==> config.mk <==
export PLATFORM = sky130hd
export DESIGN_NAME = pcm_sdm_player
export DESIGN_NICKNAME = d
export VERILOG_FILES = /design/src/rtl/pcm_sdm_player.sv
export SDC_FILE = /design/constraint.sdc
export NUM_CORES = 1
export LEC_CHECK = 0
export CORE_MARGIN = 5
export CORE_UTILIZATION = 50
export DETAILED_ROUTE_END_ITERATION = 12
export PLACE_DENSITY = 0.77
export SLEW_MARGIN = 20
export SYNTH_ARGS = -nofsm -noshare
export SYNTH_HDL_FRONTEND = slang
export SYNTH_SLANG_ARGS = --single-unit
==> constraint.sdc <==
create_clock -name clk -period 7.5 [get_ports clk]
set_clock_uncertainty 0.2 [all_clocks]
set_input_delay 0.75 -clock clk [delete_from_list [all_inputs] [get_ports clk]]
set_output_delay 0.75 -clock clk [all_outputs]
set_load 0.05 [all_outputs]
==> src/rtl/pcm_sdm_player.sv <==
// Frame FIFO: registered write/pop, read data is the head entry with no write-to-read bypass.
// Latency: a written frame reaches the head one cycle after the write; level follows by one cycle.
// Backpressure: wr_rdy drops combinationally from the registered level when full.
module pcm_sdm_fifo #(
    parameter int W     = 32,
    parameter int DEPTH = 16
) (
    input  logic                   clk,
    input  logic                   resetn,
    input  logic                   wr_vld,
    input  logic [W-1:0]           wr_dat,
    output logic                   wr_rdy,
    input  logic                   rd_pop,
    output logic                   rd_vld,
    output logic [W-1:0]           rd_dat,
    output logic [$clog2(DEPTH):0] level
);
    localparam int AW = $clog2(DEPTH);
    localparam logic [AW:0] FULL_LVL = (AW+1)'(DEPTH);

    logic [W-1:0]  mem_q [DEPTH];
    logic [AW-1:0] wr_ptr_q, wr_ptr_d;
    logic [AW-1:0] rd_ptr_q, rd_ptr_d;
    logic [AW:0]   level_q, level_d;
    logic          wr_en, rd_en;

    assign wr_rdy = (level_q != FULL_LVL);
    assign rd_vld = (level_q != '0);
    assign rd_dat = mem_q[rd_ptr_q];
    assign level  = level_q;
    assign wr_en  = wr_vld && wr_rdy;
    assign rd_en  = rd_pop && rd_vld;

    // Pointer advance and occupancy; a write and a pop together leave the level unchanged.
    always_comb begin
        wr_ptr_d = wr_en ? wr_ptr_q + AW'(1) : wr_ptr_q;
        rd_ptr_d = rd_en ? rd_ptr_q + AW'(1) : rd_ptr_q;
        level_d  = level_q;
        if (wr_en && !rd_en) begin
            level_d = level_q + (AW+1)'(1);
        end else if (!wr_en && rd_en) begin
            level_d = level_q - (AW+1)'(1);
        end
    end

    // Pointers and level reset asynchronously, which discards the contents.
    always_ff @(posedge clk or negedge resetn) begin
        if (!resetn) begin
            wr_ptr_q <= '0;
            rd_ptr_q <= '0;
            level_q  <= '0;
        end else begin
            wr_ptr_q <= wr_ptr_d;
            rd_ptr_q <= rd_ptr_d;
            level_q  <= level_d;
        end
    end

    // Storage array; only the pointers need reset.
    always_ff @(posedge clk) begin
        if (wr_en) begin
            mem_q[wr_ptr_q] <= wr_dat;
        end
    end
endmodule

// Multi-channel PCM to first-order sigma-delta bitstream player with frame FIFO.
// Latency: dac and frame_tick are registered, changing the cycle after a modulator tick.
// Backpressure: in_ready = FIFO not full; frames are only popped at frame loads.
module pcm_sdm_player #(
    parameter int BITS       = 16,
    parameter int CHANNELS   = 2,
    parameter int FIFO_DEPTH = 16,
    parameter int RATE_DIV   = 100,
    parameter int OSR        = 16
) (
    input  logic                        clk,
    input  logic                        resetn,
    input  logic                        enable,
    input  logic                        mute,
    input  logic                        in_valid,
    output logic                        in_ready,
    input  logic [CHANNELS*BITS-1:0]    in_data,
    output logic [CHANNELS-1:0]         dac,
    output logic                        frame_tick,
    output logic [$clog2(FIFO_DEPTH):0] fifo_level,
    output logic                        underrun,
    input  logic                        underrun_clr
);
    localparam int DW = (RATE_DIV > 1) ? $clog2(RATE_DIV) : 1;
    localparam int PW = (OSR > 1) ? $clog2(OSR) : 1;
    localparam logic [DW-1:0]   DIV_LAST = DW'(RATE_DIV - 1);
    localparam logic [PW-1:0]   PH_LAST  = PW'(OSR - 1);
    localparam logic [BITS-1:0] MID      = {1'b1, {(BITS-1){1'b0}}};

    logic [DW-1:0]                    div_q, div_d;
    logic [PW-1:0]                    phase_q, phase_d;
    // Low BITS of each accumulator; the carry bit of the accumulator is dac_q itself.
    logic [CHANNELS-1:0][BITS-1:0]    acc_q, acc_d;
    logic [CHANNELS-1:0][BITS-1:0]    cur_q, cur_d;
    logic [CHANNELS-1:0][BITS:0]      sum;
    logic [CHANNELS-1:0]              dac_q, dac_d;
    logic                             frame_tick_q, frame_tick_d;
    logic                             underrun_q, underrun_d;
    logic                             tick, load, fifo_vld;
    logic [CHANNELS*BITS-1:0]         fifo_dat;

    pcm_sdm_fifo #(
        .W     (CHANNELS*BITS),
        .DEPTH (FIFO_DEPTH)
    ) u_fifo (
        .clk    (clk),
        .resetn (resetn),
        .wr_vld (in_valid),
        .wr_dat (in_data),
        .wr_rdy (in_ready),
        .rd_pop (load),
        .rd_vld (fifo_vld),
        .rd_dat (fifo_dat),
        .level  (fifo_level)
    );

    assign tick       = enable && (div_q == DIV_LAST);
    assign load       = tick && (phase_q == PH_LAST);
    assign dac        = dac_q;
    assign frame_tick = frame_tick_q;
    assign underrun   = underrun_q;

    // Tick/phase sequencing, per-channel accumulate and frame load; disable parks everything.
    always_comb begin
        div_d        = div_q;
        phase_d      = phase_q;
        acc_d        = acc_q;
        cur_d        = cur_q;
        dac_d        = dac_q;
        frame_tick_d = load;
        for (int c = 0; c < CHANNELS; c++) begin
            sum[c] = {1'b0, acc_q[c]} + {1'b0, cur_q[c]};
        end
        if (!enable) begin
            div_d   = '0;
            phase_d = '0;
            acc_d   = '0;
            cur_d   = {CHANNELS{MID}};
            dac_d   = '0;
        end else if (tick) begin
            div_d   = '0;
            phase_d = load ? '0 : phase_q + PW'(1);
            // The load tick still accumulates the old sample; the new one applies next tick.
            for (int c = 0; c < CHANNELS; c++) begin
                acc_d[c] = sum[c][BITS-1:0];
                dac_d[c] = sum[c][BITS];
                if (load) begin
                    cur_d[c] = (fifo_vld && !mute) ? (fifo_dat[c*BITS +: BITS] ^ MID) : MID;
                end
            end
        end else begin
            div_d = div_q + DW'(1);
        end
        // A new underrun wins over a clear in the same cycle.
        if (load && !fifo_vld) begin
            underrun_d = 1'b1;
        end else if (underrun_clr) begin
            underrun_d = 1'b0;
        end else begin
            underrun_d = underrun_q;
        end
    end

    // Sequencer, modulator and status state with asynchronous reset.
    always_ff @(posedge clk or negedge resetn) begin
        if (!resetn) begin
            div_q        <= '0;
            phase_q      <= '0;
            acc_q        <= '0;
            cur_q        <= {CHANNELS{MID}};
            dac_q        <= '0;
            frame_tick_q <= 1'b0;
            underrun_q   <= 1'b0;
        end else begin
            div_q        <= div_d;
            phase_q      <= phase_d;
            acc_q        <= acc_d;
            cur_q        <= cur_d;
            dac_q        <= dac_d;
            frame_tick_q <= frame_tick_d;
            underrun_q   <= underrun_d;
        end
    end
endmodule
# [Word-level counts from Yosys, hierarchy flattened]
# Memories as Yosys holds them, arrays and structs flattened.
# Index checks and enable logic that the tools add are counted.
[totals] ff_bits=92 latchBits=0 ramBits=512 romBits=0 inputBits=38 out_inout_bits=10 word_cells=65 mem_count=1
[memory_table] name="u_fifo.mem_q" words=16 word_bits=32 rd=1 rd_ports_with_merged_regs=0 wr=1 line="21" source="logic [W-1:0] mem_q [DEPTH];"
[op_classes] addsub=8 n_mul=0 div_mod_pow=0 magnitude_cmp=0 eq_ne=5 shift=0 mux=21 bitwise_logic=2 n_reduce_logical=16
[ops] operator="32-bit 2-to-1 mux" count=4
[ops] operator="16-bit 2-to-1 mux" count=4
[ops] operator="16-bit by 16-bit adder with 17-bit output" count=2
[ops] operator="7-bit 2-to-1 mux" count=2
[ops] operator="4-bit by 1-bit adder with 4-bit output (second input constant)" count=3
[ops] operator="4-bit 2-to-1 mux" count=3
[ops] operator="5-bit 2-to-1 mux" count=2
[ops] operator="1-bit logical AND" count=8
[ops] operator="7-bit by 1-bit adder with 7-bit output (second input constant)" count=1
[ops] operator="7-bit equality test (second input constant)" count=1
[ops] operator="5-bit by 1-bit adder with 5-bit output (second input constant)" count=1
[ops] operator="5-bit != test (second input constant)" count=1
[ops] operator="5-bit nonzero test" count=1
[ops] operator="5-bit by 1-bit subtractor with 5-bit output (second input constant)" count=1
[ops] operator="4-bit equality test (second input constant)" count=1
[ops] operator="1-bit logical NOT" count=4
[ops] operator="1-bit 2-to-1 mux" count=4
[ops] operator="2-bit 2-to-1 mux" count=2
[ops] operator="2-bit by 1-bit != test with 1-bit output (second input constant)" count=2
[ops] operator="2-bit nonzero test" count=2
[ops] operator="1-bit inverter" count=2
[ops] operator="2-bit AND reduction" count=1

# [Depth between registers and ports, before layout]
[logic_depth] word_depth=7 mapped_depth=16 depth_no_buf=14

# [Cells and area by module]
# A second synthesis with hierarchy kept.
[hier_totals] cells_unflattened=1536 hier_area_um2=25067.8
[by_module_without_submodules] mod="pcm_sdm_fifo" n_inst=1 cells_each=1005 area_per_inst_um2=20375.8 seq_area_each_um2=15700.1
[by_module_without_submodules] mod="pcm_sdm_player" n_inst=1 cells_each=531 area_per_inst_um2=4692.0 seq_area_each_um2=1979.4

# [Least setup slack after synthesis]
# Ideal clock, no wire load.
[synth_path] kind="reg2reg" startpoint="register u_fifo.level_q[1], in the netlist u_fifo.level[1]" endpoint="memory u_fifo.mem_q[3][0] (enable)" setup_ns=0.461 t_arrival_ns=4.022 required_time_ns=6.839 path_slack_ns=2.817 path_stages_with_launch=7 n_path_buf=1 synth_period_minus_slack_ns=4.683 path_cell_list="dfrtp_1 > nor4_1 > nand2_1 > and2_1 > clkbuf_1 > nand2_1 > nor3_1"
[synth_between] elab_chain_cells=4
[synth_lines] element="start, declared" line="24" source="logic [AW:0] level_q, level_d;"
[synth_lines] element="start signal, assigned" line="55" source="level_q <= level_d;"
[synth_lines] element="5-bit != test" line="27" source="assign wr_rdy = (level_q != FULL_LVL);"
[synth_lines] element="via in_ready" line="82" source="output logic in_ready,"
[synth_lines] element="1-bit logical AND" line="31" source="assign wr_en = wr_vld && wr_rdy;"
[synth_lines] element="via u_fifo.wr_en" line="25" source="logic wr_en, rd_en;"
[synth_lines] element="1-bit 2-to-1 mux" line="61" source="if (wr_en) begin"
[synth_lines] element="1-bit 2-to-1 mux (not written as such)" line="62" source="mem_q[wr_ptr_q] <= wr_dat;"
[synth_lines] element="end, declared" line="21"
# The timed path passes the listed nets, and every way through them passes these cells.

# [Final worst setup path]
[layout_path] startpoint="register div_q[2]" endpoint="register u_fifo.level_q[4], in the netlist u_fifo.level[4]"
[layout_between] elab_chain_cells=7 word_cells_on_any_way=9 classes_between="eq/ne (1); mux (1); reduce/logical (7)"
[layout_lines] element="start, declared" line="96" source="logic [DW-1:0] div_q, div_d;"
[layout_lines] element="start signal, assigned" line="181" source="div_q <= div_d;"
[layout_lines] element="7-bit equality test (*)" line="123" source="assign tick = enable && (div_q == DIV_LAST);"
[layout_lines] element="1-bit logical AND (*)" line="123"
[layout_lines] element="1-bit logical AND (*)" line="124" source="assign load = tick && (phase_q == PH_LAST);"
[layout_lines] element="via frame_tick_d" line="103" source="logic frame_tick_q, frame_tick_d;"
[layout_lines] element="1-bit logical AND (*)" line="32" source="assign rd_en = rd_pop && rd_vld;"
[layout_lines] element="1-bit logical NOT" line="39" source="if (wr_en && !rd_en) begin"
[layout_lines] element="1-bit logical AND" line="39"
[layout_lines] element="5-bit 2-to-1 mux / 2-bit nonzero test (equally long branches)"
# Mark *: on every way through the listed nets, which the timed path passes. The rest lies on a longest branch.
# A chain may end at the register's enable or synchronous reset.

==> impl_results.md <==
- Status: completed
- Critical path class: reg -> reg
- Most frequent cells in the layout: edfxtp_1 (512), mux4_2 (160), dfrtp_1 (86)
- Static Leak: 9.20 nW
- DP Worst Slack: 3.12 ns
- Worst EP arrival: 4.32 ns
- Post-DR wirelength/cell: 25.2 um
- Mux contribution to synthesized area: 14.8%
- CTS Sinks: 604
- Worst-Skew Late Latency: 0.61 ns
- Crit share post-route: 53.8%
- Final Net Count: 1433
- Share of layout cells above drive strength 1: 21.8%
- HPWL after detailed placement: 26.8 mm
- Fmax: 0.248 GHz
- Total die area: 0.0536 mm2
- Placer congestion estimate: 0.815
- CP bufs+invs: 2
- Maxcap violations: 0
- Mapped Nets: 1360
- Main combinational cell family by area after synthesis: multiplexers
- Req. time, crit path: 7.79 ns
- WHS: 0.302 ns
- Clock transition at path regs: 0.06 ns
- Gr usage total: 19.7%
- Reg2reg path depth: 14
- TritonCTS Buffers: 59
- Clk buf depth: 3
- Mean Syn Cell Area: 19.2 um2
- Number of synthesized flops with an enable pin: 512
- First-pass GRT wire length: 79.5 mm
- Total gr overflow: 0
- Top FF cell, synth: edfxtp_1
- Post-route ant nets: 0
- CTS H-Tree Depth: 2
- Maximum VDD drop: 0.168 mV
- Critical Path Slowest Stage Cell: nand2_1
- Adder-Cell Fraction of Synth Area: 2.49%
- Power Total: 7.63 mW
- Reg2reg start: div_q[2]$_DFF_PN0_
- DIE WIDTH: 232 um
- CTS tree: built
- HP Start: div_q[0]$_DFF_PN0_
- Initial antenna violation count: 5
- Crit-path max cell delay: 0.54 ns
- Number of synthesized register bits: 604
- Slew of the pin with the lowest slew margin: 0.931 ns
- Synth warnings: 0
- CP cell instances: nor4b_2 -> nor2b_2 -> buf_4 -> nand2_1 -> nor2_1 -> o21ai_0 -> ha_1 -> inv_1 -> ha_1 -> a21o_1 -> a21oi_1 -> xnor2_1 -> nor2_1 -> xor2_1
- Core box area: 0.0487 mm2
- Site Rows: 81
- Pre-antenna DRT Iters: 5
- Initial core utilization: 50.3%
- Die H: 232 um
- CP Launch Type: register
- RSZ-0062 raised after global routing: false
- Pins Over Slew Limit: 0
- Crit. End Element: register
- Initial DRC count: 1421
- Top-area cell type share of the netlist area: 62.6%
- Commonest non-fill, non-tap cell in the layout: edfxtp_1
- Clock root buffer: clkbuf_16
- PD cells: 275 mW/mm2
- Port Buf Inserts: 47
- Placed instance area: 0.0258 mm2
- # IOs: 48
- Final hold violations: 0
- Synth Area in Simple Gates: 3.47%
- Worst slew margin: 37.6%
- Final WL: 52.1 mm
- Setup WS post-layout: 3.46 ns
- Top post-synthesis cells by area: edfxtp_1 (63%), mux4_2 (15%), dfrtp_1 (9.2%)
- Hold endpoint: div_q[0]$_DFF_PN0_
- Async SR Flop Fraction: 15.2%
- Complex-gate fraction of the synthesized area: 4.29%
- Crit-path leading delay family: simple AND/OR/NAND/NOR gates
- Vias per cell: 5.95
- Endpoint of the worst register-to-register path: u_fifo.level[4]$_DFFE_PN0P_
- Setup Fix Bufs, Post-CTS: 0
- Setup TNS: 0 ns
- Largest net degree at the start of global routing: 82
- Post-Synth XOR/XNOR Area: 1.36%
- Tmin final: 4.04 ns
- Fin area: 0.0278 mm2
- CP max FO: 25
- Setup slack, reg-to-reg: 3.46 ns
- Synth Instances: 1275
- Netlist cell types: 59
- P&R area growth vs syn: 13.1%
- Total number of vias: 12278
- DRC viols: 0
- Register area share after synthesis: 72.0%
- Hold Crit Class: reg -> reg
- Vias in the first global route: 12720
- Area leader, netlist: edfxtp_1
- Hold Crit Depth: 1
- Final setup fails: 0
- Synthesized area: 0.0245 mm2
-- worst max path at each step --
| stage | from | endpoint | slack (ns) | cells past startpoint |
|---|---|---|---|---|
| finish | div_q[2]$_DFF_PN0_ | u_fifo.level[4]$_DFFE_PN0P_ | 3.46 | 14 |
| global route | div_q[2]$_DFF_PN0_ | u_fifo.level[4]$_DFFE_PN0P_ | 3.14 | 14 |
| CTS | div_q[2]$_DFF_PN0_ | u_fifo.level[4]$_DFFE_PN0P_ | 3.49 | 14 |
| detailed placement | enable | u_fifo.level[4]$_DFFE_PN0P_ | 3.12 | 12 |
| global placement | enable | u_fifo.level[4]$_DFFE_PN0P_ | 3.29 | 12 |
| floorplan | u_fifo.level[1]$_DFFE_PN0P_ | u_fifo.mem_q[3][0]$_DFFE_PP_ | 2.82 | 6 |
-- metal layers --
| layer | GRT usage (%) | up-vias | share of wire (%) |
|---|---|---|---|
| li1 | - | 5327 | - |
| met1 | 27.0 | 6390 | 40 |
| met2 | 32.6 | 468 | 50 |
| met3 | 4.25 | 89 | 7.4 |
| met4 | 5.45 | 4 | 2.2 |
| met5 | 0 | - | 0.044 |
-- cells by family (layout without fill, tap and decap cells) --
family / count (synthesis) / in the layout
DFF: 604 / 604
adders and majority gates: 47 / 47
AOI/OAI and AO/OA: 158 / 158
other: 0 / 4
muxes: 162 / 162
and+or+nand+nor: 187 / 187
buffers and inverters: 79 / 200
xor gates and xnor gates: 38 / 38
-- flip-flops by register name, summed over array words and instances, names as in the netlist --
signal	flops
acc_q	32
frame_tick	1
dac	2
div_q	7
u_fifo.mem_q	512
underrun	1
u_fifo.level	5
u_fifo.wr_ptr_q	4
cur_q	32
phase_q	4
u_fifo.rd_ptr_q	4
-- synthesized netlist by cell type (all sizes together) (5+ instances only) --
cell	count
xor2	12
o21a	5
mux4	160
and3	5
a21o	12
edfxtp	512
inv	16
clkbuf	34
nand3	17
nand4	5
dfrtp	90
xnor2	26
buf	28
a22o	30
nor3	13
a211oi	9
or4	5
nand2b	6
nor2	51
ha	44
nand2	71
o21ai	37
a21oi	43
-- stage by stage --
stage	instances	util [%]
floorplan	1275	-
global placement	1950	53.0
detailed placement	1950	53.0
CTS	2060	56.9
global route	2062	57.0
finish	2064	57.0
-- area by class of cell --
class / count / area (um2)
Clock inverter: 39 / 329
Inverter: 17 / 63.8
Multi-Input combinational cell: 592 / 6590
Clock buffer: 70 / 1570
Fill cell: 3521 / 21000
Antenna cell: 4 / 10.0
Sequential cell: 604 / 17700
Tap cell: 664 / 831
Timing Repair Buffer: 74 / 689
-- report_power, final --
| part | internal (mW) | switching, mW |
|---|---|---|
| registers | 3.96 | 0.104 |
| logic | 0.209 | 0.480 |
| clock network | 1.66 | 1.22 |
-- worst reg2reg max path, cell delays in order (launching register included) --
cell	delay, ns
dfrtp_1	0.44
nor4b_2	0.35
nor2b_2	0.19
buf_4	0.29
nand2_1	0.55
nor2_1	0.37
o21ai_0	0.14
ha_1	0.27
inv_1	0.14
ha_1	0.26
a21o_1	0.16
a21oi_1	0.20
xnor2_1	0.14
nor2_1	0.06
xor2_1	0.14
-- repair_timing --
| action | CTS | global route |
|---|---|---|
| resized for setup | 0 | 0 |
| hold endpoints to repair | 11 | 0 |
| hold buffers | 1 | 0 |
No activity file was read; power rests on OpenSTA's default activity.
